[src/rtl/nibble_add_seq_if.sv]
// nibble_add_seq_if: controller-to-sequencer bus; NIBBLE_ADD_SEQ_SUB_EN adds the op (subtract) signal
interface nibble_add_seq_if #(parameter int NIBBLES = 4);
    logic                   start;
    logic [4*NIBBLES-1:0]   a;
    logic [4*NIBBLES-1:0]   b;
    logic                   cin;
`ifdef NIBBLE_ADD_SEQ_SUB_EN
    logic                   op;
`endif
    logic                   busy;
    logic                   done;
    logic [4*NIBBLES-1:0]   sum;
    logic                   cout;
`ifdef NIBBLE_ADD_SEQ_SUB_EN
    modport master(output start, a, b, cin, op, input busy, done, sum, cout);
    modport slave(input start, a, b, cin, op, output busy, done, sum, cout);
`else
    modport master(output start, a, b, cin, input busy, done, sum, cout);
    modport slave(input start, a, b, cin, output busy, done, sum, cout);
`endif
endinterface

[src/rtl/nibble_add_seq.sv]
// nibble_add_seq: wide add one nibble per clock through a shared 4-bit ripple adder;
// NIBBLE_ADD_SEQ_SUB_EN enables A-B when op=1 (cout=1 means no borrow).
module fulladdR (
    input  logic [3:0] i0,
    input  logic [3:0] i1,
    input  logic       cin,
    output logic [3:0] o,
    output logic       cout
);
    logic c;
    always_comb begin
        c = cin;
        o = '0;
        for (int i = 0; i < 4; i++) begin
            o[i] = i0[i] ^ i1[i] ^ c;
            c = (i0[i] & i1[i]) | (c & (i0[i] ^ i1[i]));
        end
        cout = c;
    end
endmodule

module nibble_add_seq #(parameter int NIBBLES = 4) (
    input logic             clk,
    input logic             reset,
    nibble_add_seq_if.slave bus
);
    localparam int W = 4 * NIBBLES;
    localparam int IW = $clog2(NIBBLES);
    localparam logic [IW-1:0] LAST = IW'(NIBBLES - 1);
    localparam logic [1:0] IDLE = 2'd0;
    localparam logic [1:0] RUN = 2'd1;
    localparam logic [1:0] DONE = 2'd2;

    logic [1:0]    state;
    logic [W-1:0]  a_r, b_r, sum_r;
    logic [IW-1:0] idx;
    logic          carry, cout_r;
    logic [3:0]    o;
    logic          co;
`ifdef NIBBLE_ADD_SEQ_SUB_EN
    logic          op_r;
    logic          cin0;
    assign cin0 = bus.op | bus.cin;
`else
    localparam logic op_r = 1'b0;
    logic          cin0;
    assign cin0 = bus.cin;
`endif

    // subtraction inverts B per slice; the forced carry-in completes two's complement
    fulladdR adder (
        .i0  (a_r[{idx, 2'b00} +: 4]),
        .i1  (b_r[{idx, 2'b00} +: 4] ^ {4{op_r}}),
        .cin (carry),
        .o   (o),
        .cout(co)
    );

    always_ff @(posedge clk) begin
        if (reset) begin
            state  <= IDLE;
            a_r    <= '0;
            b_r    <= '0;
            sum_r  <= '0;
            idx    <= '0;
            carry  <= 1'b0;
            cout_r <= 1'b0;
`ifdef NIBBLE_ADD_SEQ_SUB_EN
            op_r   <= 1'b0;
`endif
        end else if (state == IDLE && bus.start) begin
            a_r   <= bus.a;
            b_r   <= bus.b;
            carry <= cin0;
            idx   <= '0;
            state <= RUN;
`ifdef NIBBLE_ADD_SEQ_SUB_EN
            op_r  <= bus.op;
`endif
        end else if (state == RUN) begin
            sum_r[{idx, 2'b00} +: 4] <= o;
            carry <= co;
            idx   <= idx + IW'(1);
            if (idx == LAST) begin
                cout_r <= co;
                state  <= DONE;
            end
        end else if (state == DONE) begin
            state <= IDLE;
        end
    end

    assign bus.busy = state != IDLE;
    assign bus.done = state == DONE;
    assign bus.sum  = sum_r;
    assign bus.cout = cout_r;
endmodule
[src/flat_wrapper.sv]
// flat-port wrapper written by rule: the top's interface ports become plain ports
module nibble_add_seq_flat 
#(parameter int NIBBLES = 4)
  (clk, reset, bus_start, bus_a, bus_b, bus_cin, bus_busy, bus_done, bus_sum, bus_cout);
  nibble_add_seq_if #(.NIBBLES(NIBBLES)) bus_i ();
  input logic clk;
  input logic reset;
  input wire logic [$bits(bus_i.start)-1:0] bus_start;
  input wire logic [$bits(bus_i.a)-1:0] bus_a;
  input wire logic [$bits(bus_i.b)-1:0] bus_b;
  input wire logic [$bits(bus_i.cin)-1:0] bus_cin;
  output wire logic [$bits(bus_i.busy)-1:0] bus_busy;
  output wire logic [$bits(bus_i.done)-1:0] bus_done;
  output wire logic [$bits(bus_i.sum)-1:0] bus_sum;
  output wire logic [$bits(bus_i.cout)-1:0] bus_cout;
  assign bus_i.start = bus_start;
  assign bus_i.a = bus_a;
  assign bus_i.b = bus_b;
  assign bus_i.cin = bus_cin;
  assign bus_busy = bus_i.busy;
  assign bus_done = bus_i.done;
  assign bus_sum = bus_i.sum;
  assign bus_cout = bus_i.cout;
  nibble_add_seq #(.NIBBLES(NIBBLES)) u_core (.clk(clk), .reset(reset), .bus(bus_i));
endmodule
[config.mk]
export PLATFORM = sky130hd
export DESIGN_NAME = nibble_add_seq_flat
export DESIGN_NICKNAME = d
export VERILOG_FILES = /design/src/rtl/nibble_add_seq_if.sv /design/src/rtl/nibble_add_seq.sv /design/src/flat_wrapper.sv
export SDC_FILE = /design/constraint.sdc
export NUM_CORES = 1
export LEC_CHECK = 0
export BUFFER_PORTS_ARGS = -buffer_cell sky130_fd_sc_hd__buf_4
export CAP_MARGIN = 20
export CORE_MARGIN = 5
export CORE_UTILIZATION = 50
export CTS_CLUSTER_DIAMETER = 60
export DETAILED_ROUTE_END_ITERATION = 12
export PLACE_DENSITY_LB_ADDON = 0.12
export SLEW_MARGIN = 20
export SYNTH_ARGS = -nofsm -noshare
export SYNTH_HDL_FRONTEND = slang
export SYNTH_SLANG_ARGS = --single-unit
export TNS_END_PERCENT = 10
[constraint.sdc]
create_clock -name clk -period 4.1 [get_ports clk]
set_clock_uncertainty 0.15 [all_clocks]
set_input_delay 0 -clock clk [delete_from_list [all_inputs] [get_ports clk]]
set_output_delay 0 -clock clk [all_outputs]
set_load 0.005 [all_outputs]
==> out/results.txt <==
Fillcell total: 397
Final Non-Filler Cells: 426
Commonest non-fill, non-tap cell in the layout: nand2_1
Hold Vio Cnt, Final: 0
Die H: 79.8 um
Ordered list of cells on the worst path: mux4_1 > inv_1 > fa_1 > inv_1 > fa_1 > inv_1 > fa_1 > inv_1 > fa_1 > nand4_1 > a21oi_1
Largest cells by area after synthesis: dfxtp_1 (44%), nand2_1 (13%), a21oi_1 (9.4%)
Starting density of the core: 51.6%
Ant diodes: 0
Final wirelength: 5550 um
Port bufs: 54
Vias/cell: 5.01
Worst-Margin Slew: 0.655 ns
Initial antenna violation count: 0
Asr flop ratio synth: 0%
Worst Hold Class: in2reg
Yosys top cell area share: 44.3%
DRC: 0
Cts repair resizes: 0
Die area: 0.00637 mm^2
Clock-pin slew on the worst setup and hold paths: 0.09 ns
Synth cell types: 28
Gate count after technology mapping: 281
GRT Max-Usage Layer: met2
Slew margin rel.: 56.2%
I/O pins: 55
Initial drt markers: 62
Setup Crit Path Kind: reg2reg
Syn_nets: 330
Worst setup SP type: flop
Syn Area/Cell: 8.68 um^2
CTS Buf Count: 5
Global routing usage on met3: 3.39%
Post-synth top area cell: dfxtp_1
Pins Over Slew Limit: 0
Place WS: 0.975 ns
Worst EP required: 4.19 ns
RSZ-0062 raised after global routing: no
Critical Path Sink Type: flop
Synth warn: 0
Wire per inst: 13.0 um
Post-synthesis sequential area ratio: 44.3%
Top delay family on crit path: adder cells
Nets: 407
Min Hold Slack: 0.00278 ns
Clock sink count: 54
Post-CTS Setup Bufs: 0
Most frequent cells in the layout: nand2_1 (82), buf_4 (56), dfxtp_1 (54), a21oi_1 (46), dlygate4sd3_1 (33)
Die X: 79.8 um
EDFF count, synth: 0
Bufs on Longest Clock Path: 2
RD Place Congestion: 0.855
GRT met2 Usage: 30.7%
GRT Total Usage: 18.3%
F_max: 321 MHz
CTS tree: done
Largest net degree at the start of global routing: 55
FF/Latch Area: 0.00108 mm^2
Clk root buf: clkbuf_8
Static leakage: 1.34 nW
Synth Flop Type: dfxtp_1
Worst-path fanout max: 7
Maximum level of the CTS H-tree: 2
Worst path bufs/invs: 4
Cell area power density: 317 mW/mm^2
Dpl cells: 385
Layout area overhead: 34.4%
Data arrival, critical path: 3.20 ns
Core ar.: 0.00472 mm^2
Status: finished, final reports clean
Antenna-violating nets left: 0
First-pass DRT Iterations: 4
Vias in the first global route: 2,018
Clock Latency Late Sink: 0.30 ns
Cell area after synthesis: 0.00244 mm^2
Hold_buf cts: 33
Maxcap violations: 0
Final setup margin: 0.985 ns
Share of cells above drive strength 1: 19.2%
VDD IR max: 0.000227 V
First-pass GRT wire length: 9190 um
Fin crit share: 76.0%
Flops & latches, synth: 54
Final setup vio count: 0
Final Critical Period: 3.11 ns
Post-DP HPWL: 3640 um
Grt ovf: 0
Setup TNS: 0 ns
DR vias: 2,136
Routing usage on met1: 23.5%
Multi-input logic area: 0.00123 mm^2
Max stage delay cell, worst path: mux4_1
Crit-path max cell delay: 0.59 ns
Rows: 25
metrics by stage:
step           cell area (um^2)  total power, mW  util [%]
2_1_floorplan              2440            0.676         -
3_3_place_gp               2860            0.732      60.5
3_5_place_dp               2860            0.734      60.5
4_1_cts                    3270             1.04      69.3
5_1_grt                    3280             1.09      69.4
6_report                   3280             1.04      69.4
worst register-to-register path, cell delays in order (launching register included):
cell     delay, ns
dfxtp_1       0.53
mux4_1        0.59
inv_1         0.09
fa_1          0.17
inv_1         0.05
fa_1          0.36
inv_1         0.08
fa_1          0.15
inv_1         0.05
fa_1          0.57
nand4_1       0.11
a21oi_1       0.17
synthesized netlist by cell type (3+ instances only):
| library cell | n |
|---|---|
| a21oi_1 | 46 |
| a32oi_1 | 4 |
| buf_2 | 5 |
| clkbuf_1 | 13 |
| dfxtp_1 | 54 |
| fa_1 | 4 |
| ha_1 | 9 |
| inv_1 | 13 |
| mux4_1 | 3 |
| mux4_2 | 5 |
| nand2_1 | 83 |
| nand2b_1 | 3 |
| nand4_1 | 5 |
| nor2_1 | 5 |
| o21ai_0 | 3 |
| or3_1 | 8 |
final timing paths:
path         cells after the start  slack, ns         startpoint            endpoint
max                             11       0.99      u_core.idx[0]   u_core.bus.sum[3]
max reg2reg                     11       0.99      u_core.idx[0]   u_core.bus.sum[3]
min reg2reg                      2       0.31  u_core.bus.sum[6]   u_core.bus.sum[6]
min                              2      0.003              reset  u_core.bus.sum[15]
registers in the layout, indices dropped and copies added, names as in the netlist:
| register | flops |
|---|---|
| u_core.a_r | 16 |
| u_core.b_r | 16 |
| u_core.bus.sum | 16 |
| u_core.idx | 2 |
| u_core.state | 2 |
| u_core.bus.cout | 1 |
| u_core.carry | 1 |
logic make-up after synthesis:
group,after synthesis,share of synthesized area (%)
buffers and inverters,32,5.49
muxes,10,8.67
adders and majority gates,13,7.90
xor gates and xnor gates,1,0.359
DFF,54,44.3
and+or+nand+nor,116,21.1
AOI/OAI and AO/OA,55,12.1
layout make-up:
type                            count  area share (%)
Multi-Input combinational cell    195            37.4
Sequential cell                    54            33.0
Timing Repair Buffer               89            22.9
Tap cell                           67            2.56
Clock buffer                        6            2.21
Inverter                           13            1.49
Clock inverter                      2           0.420
power by group:
part	internal, mW	total, mW	leakage (nW)	switching [mW]
registers	0.549	0.565	0.441	0.0153
logic	0.0934	0.183	0.851	0.0898
clock network	0.121	0.291	0.0452	0.170
total	0.764	1.04	1.34	0.275
routing by layer:
metal / vias up / part of all wire (%)
li1: 1096 / -
met1: 983 / 44
met2: 46 / 50
met3: 11 / 4.4
met4: 0 / 1.9
met5: - / 0
Power figures use the tool's default switching activity.
